==> config.mk <==
export PLATFORM = sky130hd
export DESIGN_NAME = pipe_stall_ctrl_flat
export DESIGN_NICKNAME = d
export VERILOG_FILES = /design/src/rtl/cpu_ctrl_pkg.sv /design/src/rtl/pipe_stall_ctrl_if.sv /design/src/rtl/sat_counter.sv /design/src/rtl/pipe_stall_ctrl.sv /design/src/flat_wrapper.sv
export SDC_FILE = /design/constraint.sdc
export NUM_CORES = 1
export LEC_CHECK = 0
export BUFFER_PORTS_ARGS = -buffer_cell sky130_fd_sc_hd__buf_2
export CELL_PAD_IN_SITES_DETAIL_PLACEMENT = 0
export CELL_PAD_IN_SITES_GLOBAL_PLACEMENT = 1
export CORE_MARGIN = 4
export CORE_UTILIZATION = 38
export DETAILED_ROUTE_END_ITERATION = 8
export HOLD_SLACK_MARGIN = 0.1
export PLACE_DENSITY = 0.82
export REMOVE_ABC_BUFFERS = 1
export SYNTH_ARGS = -nofsm -noshare
export SYNTH_HDL_FRONTEND = slang
export SYNTH_SLANG_ARGS = --single-unit
==> constraint.sdc <==
create_clock -name clock -period 2.2 [get_ports clock]
set_input_delay 0.33 -clock clock [delete_from_list [all_inputs] [get_ports clock]]
set_output_delay 0.33 -clock clock [all_outputs]
set_load 0.05 [all_outputs]
==> src/rtl/cpu_ctrl_pkg.sv <==
// Shared control-path definitions: stall controller state encoding and multdiv timing defaults.
package cpu_ctrl_pkg;

  typedef enum logic {
    RUN     = 1'b0,
    MD_WAIT = 1'b1
  } state_t;

  localparam int MD_TIMEOUT_DEF = 40;
  localparam int WAIT_W         = 6;

endpackage

==> src/rtl/pipe_stall_ctrl_if.sv <==
// Hazard/multdiv handshake between the pipeline datapath (master) and the stall controller (slave).
interface pipe_stall_ctrl_if #(
  parameter int CNT_W = 16
);
  logic             hazard_stall;
  logic             branch_taken;
  logic             dx_is_mult;
  logic             dx_is_div;
  logic             md_ready;
  logic             pc_en;
  logic             fd_en;
  logic             dx_en;
  logic             fd_flush;
  logic             dx_flush;
  logic             xm_nop;
  logic             md_ctrl_mult;
  logic             md_ctrl_div;
  logic             md_busy;
  logic             md_timeout;
  logic [CNT_W-1:0] stall_count;

  modport master (
    output hazard_stall, branch_taken, dx_is_mult, dx_is_div, md_ready,
    input  pc_en, fd_en, dx_en, fd_flush, dx_flush, xm_nop,
           md_ctrl_mult, md_ctrl_div, md_busy, md_timeout, stall_count
  );

  modport slave (
    input  hazard_stall, branch_taken, dx_is_mult, dx_is_div, md_ready,
    output pc_en, fd_en, dx_en, fd_flush, dx_flush, xm_nop,
           md_ctrl_mult, md_ctrl_div, md_busy, md_timeout, stall_count
  );
endinterface

==> src/rtl/sat_counter.sv <==
// Up-counter that sticks at all-ones; clr has priority over inc.
module sat_counter #(
  parameter int W = 16
) (
  input  logic         clock,
  input  logic         clr,
  input  logic         inc,
  output logic [W-1:0] count
);

  always_ff @(posedge clock) begin
    if (clr)
      count <= '0;
    else if (inc && (count != {W{1'b1}}))
      count <= count + W'(1);
  end

endmodule

==> src/rtl/pipe_stall_ctrl.sv <==
// Pipeline stall/flush controller: branch flush, load-use bubble, and multdiv wait with timeout release.
module pipe_stall_ctrl
  import cpu_ctrl_pkg::*;
#(
  parameter int MD_TIMEOUT = MD_TIMEOUT_DEF,
  parameter int CNT_W      = 16
) (
  input  logic             clock,
  input  logic             reset,
  pipe_stall_ctrl_if.slave bus
);

  localparam logic [WAIT_W-1:0] TO_LAST = WAIT_W'(MD_TIMEOUT - 1);

  state_t            state, state_nxt;
  logic [WAIT_W-1:0] wait_cnt, wait_nxt;

  logic pc_en, fd_en, dx_en, fd_flush, dx_flush, xm_nop;
  logic md_ctrl_mult, md_ctrl_div, md_busy, md_timeout;

  always_comb begin
    pc_en        = 1'b1;
    fd_en        = 1'b1;
    dx_en        = 1'b1;
    fd_flush     = 1'b0;
    dx_flush     = 1'b0;
    xm_nop       = 1'b0;
    md_ctrl_mult = 1'b0;
    md_ctrl_div  = 1'b0;
    md_busy      = 1'b0;
    md_timeout   = 1'b0;
    state_nxt    = state;
    wait_nxt     = wait_cnt;

    if (reset) begin
      pc_en    = 1'b0;
      fd_en    = 1'b0;
      dx_en    = 1'b0;
      fd_flush = 1'b1;
      dx_flush = 1'b1;
      xm_nop   = 1'b1;
    end else begin
      unique case (state)
        RUN: begin
          if (bus.branch_taken) begin
            fd_flush = 1'b1;
            dx_flush = 1'b1;
          end else if (bus.hazard_stall) begin
            pc_en  = 1'b0;
            fd_en  = 1'b0;
            dx_en  = 1'b0;
            xm_nop = 1'b1;
          end else if (bus.dx_is_mult || bus.dx_is_div) begin
            // Start pulse; mult wins if the decoder flags both.
            md_ctrl_mult = bus.dx_is_mult;
            md_ctrl_div  = bus.dx_is_div && !bus.dx_is_mult;
            pc_en        = 1'b0;
            fd_en        = 1'b0;
            dx_en        = 1'b0;
            xm_nop       = 1'b1;
            state_nxt    = MD_WAIT;
            wait_nxt     = '0;
          end
        end
        MD_WAIT: begin
          if (bus.md_ready) begin
            state_nxt = RUN;
          end else if (wait_cnt == TO_LAST) begin
            md_timeout = 1'b1;
            state_nxt  = RUN;
          end else begin
            pc_en    = 1'b0;
            fd_en    = 1'b0;
            dx_en    = 1'b0;
            xm_nop   = 1'b1;
            md_busy  = 1'b1;
            wait_nxt = wait_cnt + WAIT_W'(1);
          end
        end
        default: state_nxt = RUN;
      endcase
    end
  end

  always_ff @(posedge clock) begin
    if (reset) begin
      state    <= RUN;
      wait_cnt <= '0;
    end else begin
      state    <= state_nxt;
      wait_cnt <= wait_nxt;
    end
  end

  sat_counter #(.W(CNT_W)) u_stall_cnt (
    .clock (clock),
    .clr   (reset),
    .inc   (!pc_en),
    .count (bus.stall_count)
  );

  assign bus.pc_en        = pc_en;
  assign bus.fd_en        = fd_en;
  assign bus.dx_en        = dx_en;
  assign bus.fd_flush     = fd_flush;
  assign bus.dx_flush     = dx_flush;
  assign bus.xm_nop       = xm_nop;
  assign bus.md_ctrl_mult = md_ctrl_mult;
  assign bus.md_ctrl_div  = md_ctrl_div;
  assign bus.md_busy      = md_busy;
  assign bus.md_timeout   = md_timeout;

endmodule
==> src/flat_wrapper.sv <==
// flat-port wrapper written by rule: the top's interface ports become plain ports
module pipe_stall_ctrl_flat import cpu_ctrl_pkg::*;
#(
  parameter int MD_TIMEOUT = MD_TIMEOUT_DEF,
  parameter int CNT_W      = 16
)
  (clock, reset, bus_hazard_stall, bus_branch_taken, bus_dx_is_mult, bus_dx_is_div, bus_md_ready, bus_pc_en, bus_fd_en, bus_dx_en, bus_fd_flush, bus_dx_flush, bus_xm_nop, bus_md_ctrl_mult, bus_md_ctrl_div, bus_md_busy, bus_md_timeout, bus_stall_count);
  pipe_stall_ctrl_if #(.CNT_W(CNT_W)) bus_i ();
  input  logic clock;
  input  logic reset;
  input wire logic [$bits(bus_i.hazard_stall)-1:0] bus_hazard_stall;
  input wire logic [$bits(bus_i.branch_taken)-1:0] bus_branch_taken;
  input wire logic [$bits(bus_i.dx_is_mult)-1:0] bus_dx_is_mult;
  input wire logic [$bits(bus_i.dx_is_div)-1:0] bus_dx_is_div;
  input wire logic [$bits(bus_i.md_ready)-1:0] bus_md_ready;
  output wire logic [$bits(bus_i.pc_en)-1:0] bus_pc_en;
  output wire logic [$bits(bus_i.fd_en)-1:0] bus_fd_en;
  output wire logic [$bits(bus_i.dx_en)-1:0] bus_dx_en;
  output wire logic [$bits(bus_i.fd_flush)-1:0] bus_fd_flush;
  output wire logic [$bits(bus_i.dx_flush)-1:0] bus_dx_flush;
  output wire logic [$bits(bus_i.xm_nop)-1:0] bus_xm_nop;
  output wire logic [$bits(bus_i.md_ctrl_mult)-1:0] bus_md_ctrl_mult;
  output wire logic [$bits(bus_i.md_ctrl_div)-1:0] bus_md_ctrl_div;
  output wire logic [$bits(bus_i.md_busy)-1:0] bus_md_busy;
  output wire logic [$bits(bus_i.md_timeout)-1:0] bus_md_timeout;
  output wire logic [$bits(bus_i.stall_count)-1:0] bus_stall_count;
  assign bus_i.hazard_stall = bus_hazard_stall;
  assign bus_i.branch_taken = bus_branch_taken;
  assign bus_i.dx_is_mult = bus_dx_is_mult;
  assign bus_i.dx_is_div = bus_dx_is_div;
  assign bus_i.md_ready = bus_md_ready;
  assign bus_pc_en = bus_i.pc_en;
  assign bus_fd_en = bus_i.fd_en;
  assign bus_dx_en = bus_i.dx_en;
  assign bus_fd_flush = bus_i.fd_flush;
  assign bus_dx_flush = bus_i.dx_flush;
  assign bus_xm_nop = bus_i.xm_nop;
  assign bus_md_ctrl_mult = bus_i.md_ctrl_mult;
  assign bus_md_ctrl_div = bus_i.md_ctrl_div;
  assign bus_md_busy = bus_i.md_busy;
  assign bus_md_timeout = bus_i.md_timeout;
  assign bus_stall_count = bus_i.stall_count;
  pipe_stall_ctrl #(.MD_TIMEOUT(MD_TIMEOUT), .CNT_W(CNT_W)) u_core (.clock(clock), .reset(reset), .bus(bus_i));
endmodule
### Word-level counts from Yosys, hierarchy flattened

Index checks and enable logic that the tools add are counted.

| operators by class | value |
|---|---|
| add/subtract/negate cells | 2 |
| muxes and demuxes | 41 |
| equal/unequal tests | 7 |
| bitwise gates (word level) | 1 |
| reductions and logical operators | 6 |

Operator list:

| cell | number |
|---|---|
| $mux W1 | 32 |
| $mux W6 | 5 |
| $add A16 B1 Y16 const B | 1 |
| $ne A16 B16 Y1 const B | 1 |
| $pmux W6 S2 | 1 |
| $ne A2 B2 Y1 const B | 4 |
| $add A6 B1 Y6 const B | 1 |
| $eq A6 B6 Y1 const B | 1 |
| $pmux W1 S2 | 3 |
| $reduce_and A5 Y1 | 1 |
| $logic_and A1 B1 Y1 | 2 |
| $logic_not A1 Y1 | 2 |
| $ne A2 B1 Y1 const B | 1 |
| $logic_or A1 B1 Y1 | 1 |
| $not A1 Y1 | 1 |

| storage, ports and cells | value |
|---|---|
| word-level logic and storage cells | 60 |
| register bits after elaboration | 23 |

### Depth between registers and ports, before layout

| logic depth | value |
|---|---|
| depth in word-level cells | 8 |
| depth in mapped cells | 7 |
| gate-level depth less buffers | 6 |

### Hierarchy

From an unflattened synthesis, not the netlist that was laid out.

| second synthesis, totals | value |
|---|---|
| cells, all modules | 155 |
| area, all modules | 1307.5 µm² |

By module, submodules not included:

| module | cells an instance | area an instance (µm²) | times used | seq. area each (µm²) |
|---|---|---|---|---|
| sat_counter | 99 | 848.3 | 1 | 320.3 |
| pipe_stall_ctrl | 56 | 459.2 | 1 | 140.1 |

### Worst setup path after synthesis

No wires, ideal clock.

| timing path | value |
|---|---|
| path kind | reg2out |
| start | register u_core.wait_cnt[0] |
| end | output port bus_fd_en |
| data arrival time | 2093 ps |
| data required time | 1870 ps |
| slack | -223 ps |
| buffers on the path | 2 |
| stages on the path, launching flop included | 8 |
| path through | dfxtp_1 -> ha_1 -> and2_4 -> a31o_4 -> buf_2 -> nand2_1 -> inv_1 -> buf_4 |

| between the ends | value |
|---|---|
| cells in the longest elaborated chain, start to end | 5 |

RTL lines:

| item | RTL line | text |
|---|---|---|
| start: declaration | pipe_stall_ctrl.sv:16 | `logic [WAIT_W-1:0] wait_cnt, wait_nxt;` |
| start signal: assignment | pipe_stall_ctrl.sv:91 | `wait_cnt <= wait_nxt;` |
| $eq A6 B6 Y1 | pipe_stall_ctrl.sv:68 | `end else if (wait_cnt == TO_LAST) begin` |
| $mux W1 (2 in series) | -- |  |
| $pmux W1 S2 | -- |  |
| $mux W1 | -- |  |
| end: declaration | flat_wrapper.sv:17 | `output wire logic [$bits(bus_i.fd_en)-1:0] bus_fd_en;` |

No other way between the ends.

### Worst setup path in the final report

| timing path | value |
|---|---|
| start | register u_core.state |
| end | output port bus_md_ctrl_div |

| between the ends | value |
|---|---|
| cells in the longest elaborated chain, start to end | 2 |

RTL lines:

| item | RTL line | text |
|---|---|---|
| start: declaration | pipe_stall_ctrl.sv:15 | `state_t state, state_nxt;` |
| start signal: assignment | pipe_stall_ctrl.sv:90 | `state <= state_nxt;` |
| $mux W1 | pipe_stall_ctrl.sv:43 | `unique case (state)` |
| $mux W1 | pipe_stall_ctrl.sv:35 | `if (reset) begin` |
| end: declaration | flat_wrapper.sv:23 | `output wire logic [$bits(bus_i.md_ctrl_div)-1:0] bus_md_ctrl_div;` |

No other way between the ends.

==> metrics.cfg <==
[sta]
tns_ps=0
max_slew.worst_pin.slew_ps=499
period_minus_slack_ps=2070
setup_viol=0
final_hold_viol_count=0
whs_ps=318
rsz0062_at_grt=no
drv_slew=0
clock_skew_ps=12.9
max-slew-margin-rel=0.667
finalCritPeriodShare=0.941
clock.fmax_mhz=483

[clock_network]
clkLatencyLatePin_ps=310
post_cts_buffers=0
clockBufferDepth=2
tritoncts=done
cts_sinks=23
numCtsBuffers=3
cts_max_level=1
path_clk_slew_ps=120
root_buffer=clkbuf_4

[worst_hold_path]
hp-class=input port to register
min_to=u_core.state
min_from=bus_dx_is_div
worstHoldPathCells=3

[setup_path]
cp_max_fo=6
setup.worst_path.class=register to output port
cpMaxStageDelayCell=or4_1
crit_cells=3
critPathArrivalTime_ps=1740
cpLargestDelayFamily=simple AND/OR/NAND/NOR gates
path_buf_inv=1
worstSetupEndpointType=output port
timing.rr.start=u_core.wait_cnt[0]
max_stage_delay_ps=580
r2r_end=u_core.u_stall_cnt.count[13]
cp_cell_sequence=or4_1, nor3b_1, buf_2
ff2ff_path_depth=6
r2r_setup_slack_ps=150
required_ps=1870
start_kind=register

[synthesis]
synth-seq-cells=23
synth.largest_area_cell=dfxtp_1
synthTopCellsByArea=dfxtp_1, nor2_1, xnor2_1
yosys_warnings=0
yosysTopAreaCellShare=0.357
synth_area_um2=1290
synth_cell_types=44
synth.avg_cell_area_um2=8.49
ys_seq_area_frac=0.357
netlist_instances=152

[cells_and_area]
final_nets=191
drive_above_1_share=0.271
final_cells=225
area_growth_pct=16.7
nFillCells=308
n_antenna_cell=0

[die]
core_um2=3150
die_height_um=66.3
pin_count=33
std_cell_rows=20
chipWidth_um=66.3
start_util=0.410
die-area_um2=4390

[grt]
grt_max_degree=29
overflow=0
antenna_found_initial=0
met2_usage=0.204
grt_pass1_wl_um=4680
grt_util_met3=0.0272
grt_usage=0.133
gr-usage-met1=0.186
grt_pass1_vias=1078
busiest_layer=met2

[power]
cellLeakagePower_nw=0.636
vdd_drop_max_uv=336
cellPowerDensity_nw_per_um2=517

[run]
max_cap_violations=0

[placed_design]
place_inst=221
gp_congestion=0.743
dpl.hpwl_um=2070
port_buffers=32

[run_status]
outcome=finished, final reports clean

[detailed_routing]
drtIter0Drc=31
viasPerCell=5.20
wl_per_cell_um=12.4
drtAntennaViolNets=0
drt_wl_total_um=2790
drtPass1Iterations=5
drcViolationCount=0
vias=1171

worst reg2reg max path: stages (launching register included):
cell and delay (ps):
dfxtp_1 360, ha_1 220, and2_4 170, a31o_4 280, a21oi_2 440, nand4_1 160, mux2_1 330
flip-flops by register name, summed over array words and instances, names as in the netlist:
signal	flops
u_core.u_stall_cnt.count	16
u_core.wait_cnt	6
u_core.state	1
stage by stage:
stage	setup slack, ps	cell area [um^2]	total power (W)	util
6_report	129	1510	0.000778	0.478
5_1_grt	7.21	1510	0.000821	0.478
4_1_cts	108	1500	0.000789	0.475
3_5_place_dp	147	1470	0.000595	0.466
3_3_place_gp	235	1470	0.000592	0.466
2_1_floorplan	-464	1250	0.000552	-
how the worst max path moves through the flow:
stage                                    to                        start  slack (ps)
3_5_place_dp   u_core.u_stall_cnt.count[13]  u_core.u_stall_cnt.count[0]         150
5_1_grt        u_core.u_stall_cnt.count[13]  u_core.u_stall_cnt.count[0]           7
2_1_floorplan                     bus_dx_en                bus_dx_is_div        -460
4_1_cts                     bus_md_ctrl_div                 u_core.state         110
3_3_place_gp   u_core.u_stall_cnt.count[13]           u_core.wait_cnt[0]         230
6_report                    bus_md_ctrl_div                 u_core.state         130
synth_stat cells (all sizes together):
master,n
nor2,26
dfxtp,23
a21oi,11
xnor2,8
nand3,7
buf,6
inv,6
nand4,6
nand2,5
nand2b,5
a31o,4
mux2,4
nor2b,4
nor3,3
or3,3
or4,3
a211oi,2
a21o,2
and3,2
and4,2
clkbuf,2
ha,2
nor3b,2
nor4,2
o21ai,2
a2111oi,1
a211o,1
a21boi,1
a311oi,1
a31oi,1
a41o,1
and2,1
mux2i,1
o21bai,1
o31ai,1
repair_timing:
item	4_1_cts	5_1_grt
hold buffers	0	0
gates resized for setup	0	1
endpoints found under the setup margin	0	2
layout make-up:
cell class	instances	area (um^2)	area share
clock buffers	3	22.5	0.0150
clock inverters	1	5.00	0.00332
inverters	6	22.5	0.0150
multi-input cells	115	773	0.513
flip-flops and latches	23	460	0.306
well taps	44	55.1	0.0365
repair buffers	33	168	0.111
power by group:
group / switching [W] / total [W] / leakage (nW) / internal, W
Combinational: 0.000106 / 0.000147 / 0.432 / 0.0000409
Sequential: 0.0000118 / 0.000438 / 0.186 / 0.000426
Clock: 0.000126 / 0.000194 / 0.0177 / 0.0000679
per-layer routing:
metal,share of wire,vias up
met5,0,-
met4,0.014,0
met3,0.059,4
met2,0.42,29
met1,0.50,537
li1,-,601
placed cells by master, fill, tap and decap left out, drive strengths merged, types with 2 or more instances in the layout:
cell / netlist / layout
nor2b: 4 / 4
nor4: 2 / 2
or3: 3 / 3
clkbuf: 2 / 3
a31o: 4 / 4
or4: 3 / 3
xnor2: 8 / 8
nor3b: 2 / 2
nand4: 6 / 6
nand2b: 5 / 5
and3: 2 / 2
a21o: 2 / 2
and4: 2 / 2
nor2: 26 / 26
inv: 6 / 6
a211oi: 2 / 2
o21ai: 2 / 2
nor3: 3 / 3
nand2: 5 / 5
nand3: 7 / 7
mux2: 4 / 4
ha: 2 / 2
buf: 6 / 33
a21oi: 11 / 11
dfxtp: 23 / 23
kinds of logic after synthesis:
group	Yosys count	share of synthesized area
xor+xnor	8	0.0543
buf+inv	14	0.0514
mux	5	0.0426
flops	23	0.357
fa+ha+maj	2	0.0194
compound gates	29	0.184
simple gates	71	0.292
Power figures use the tool's default switching activity.
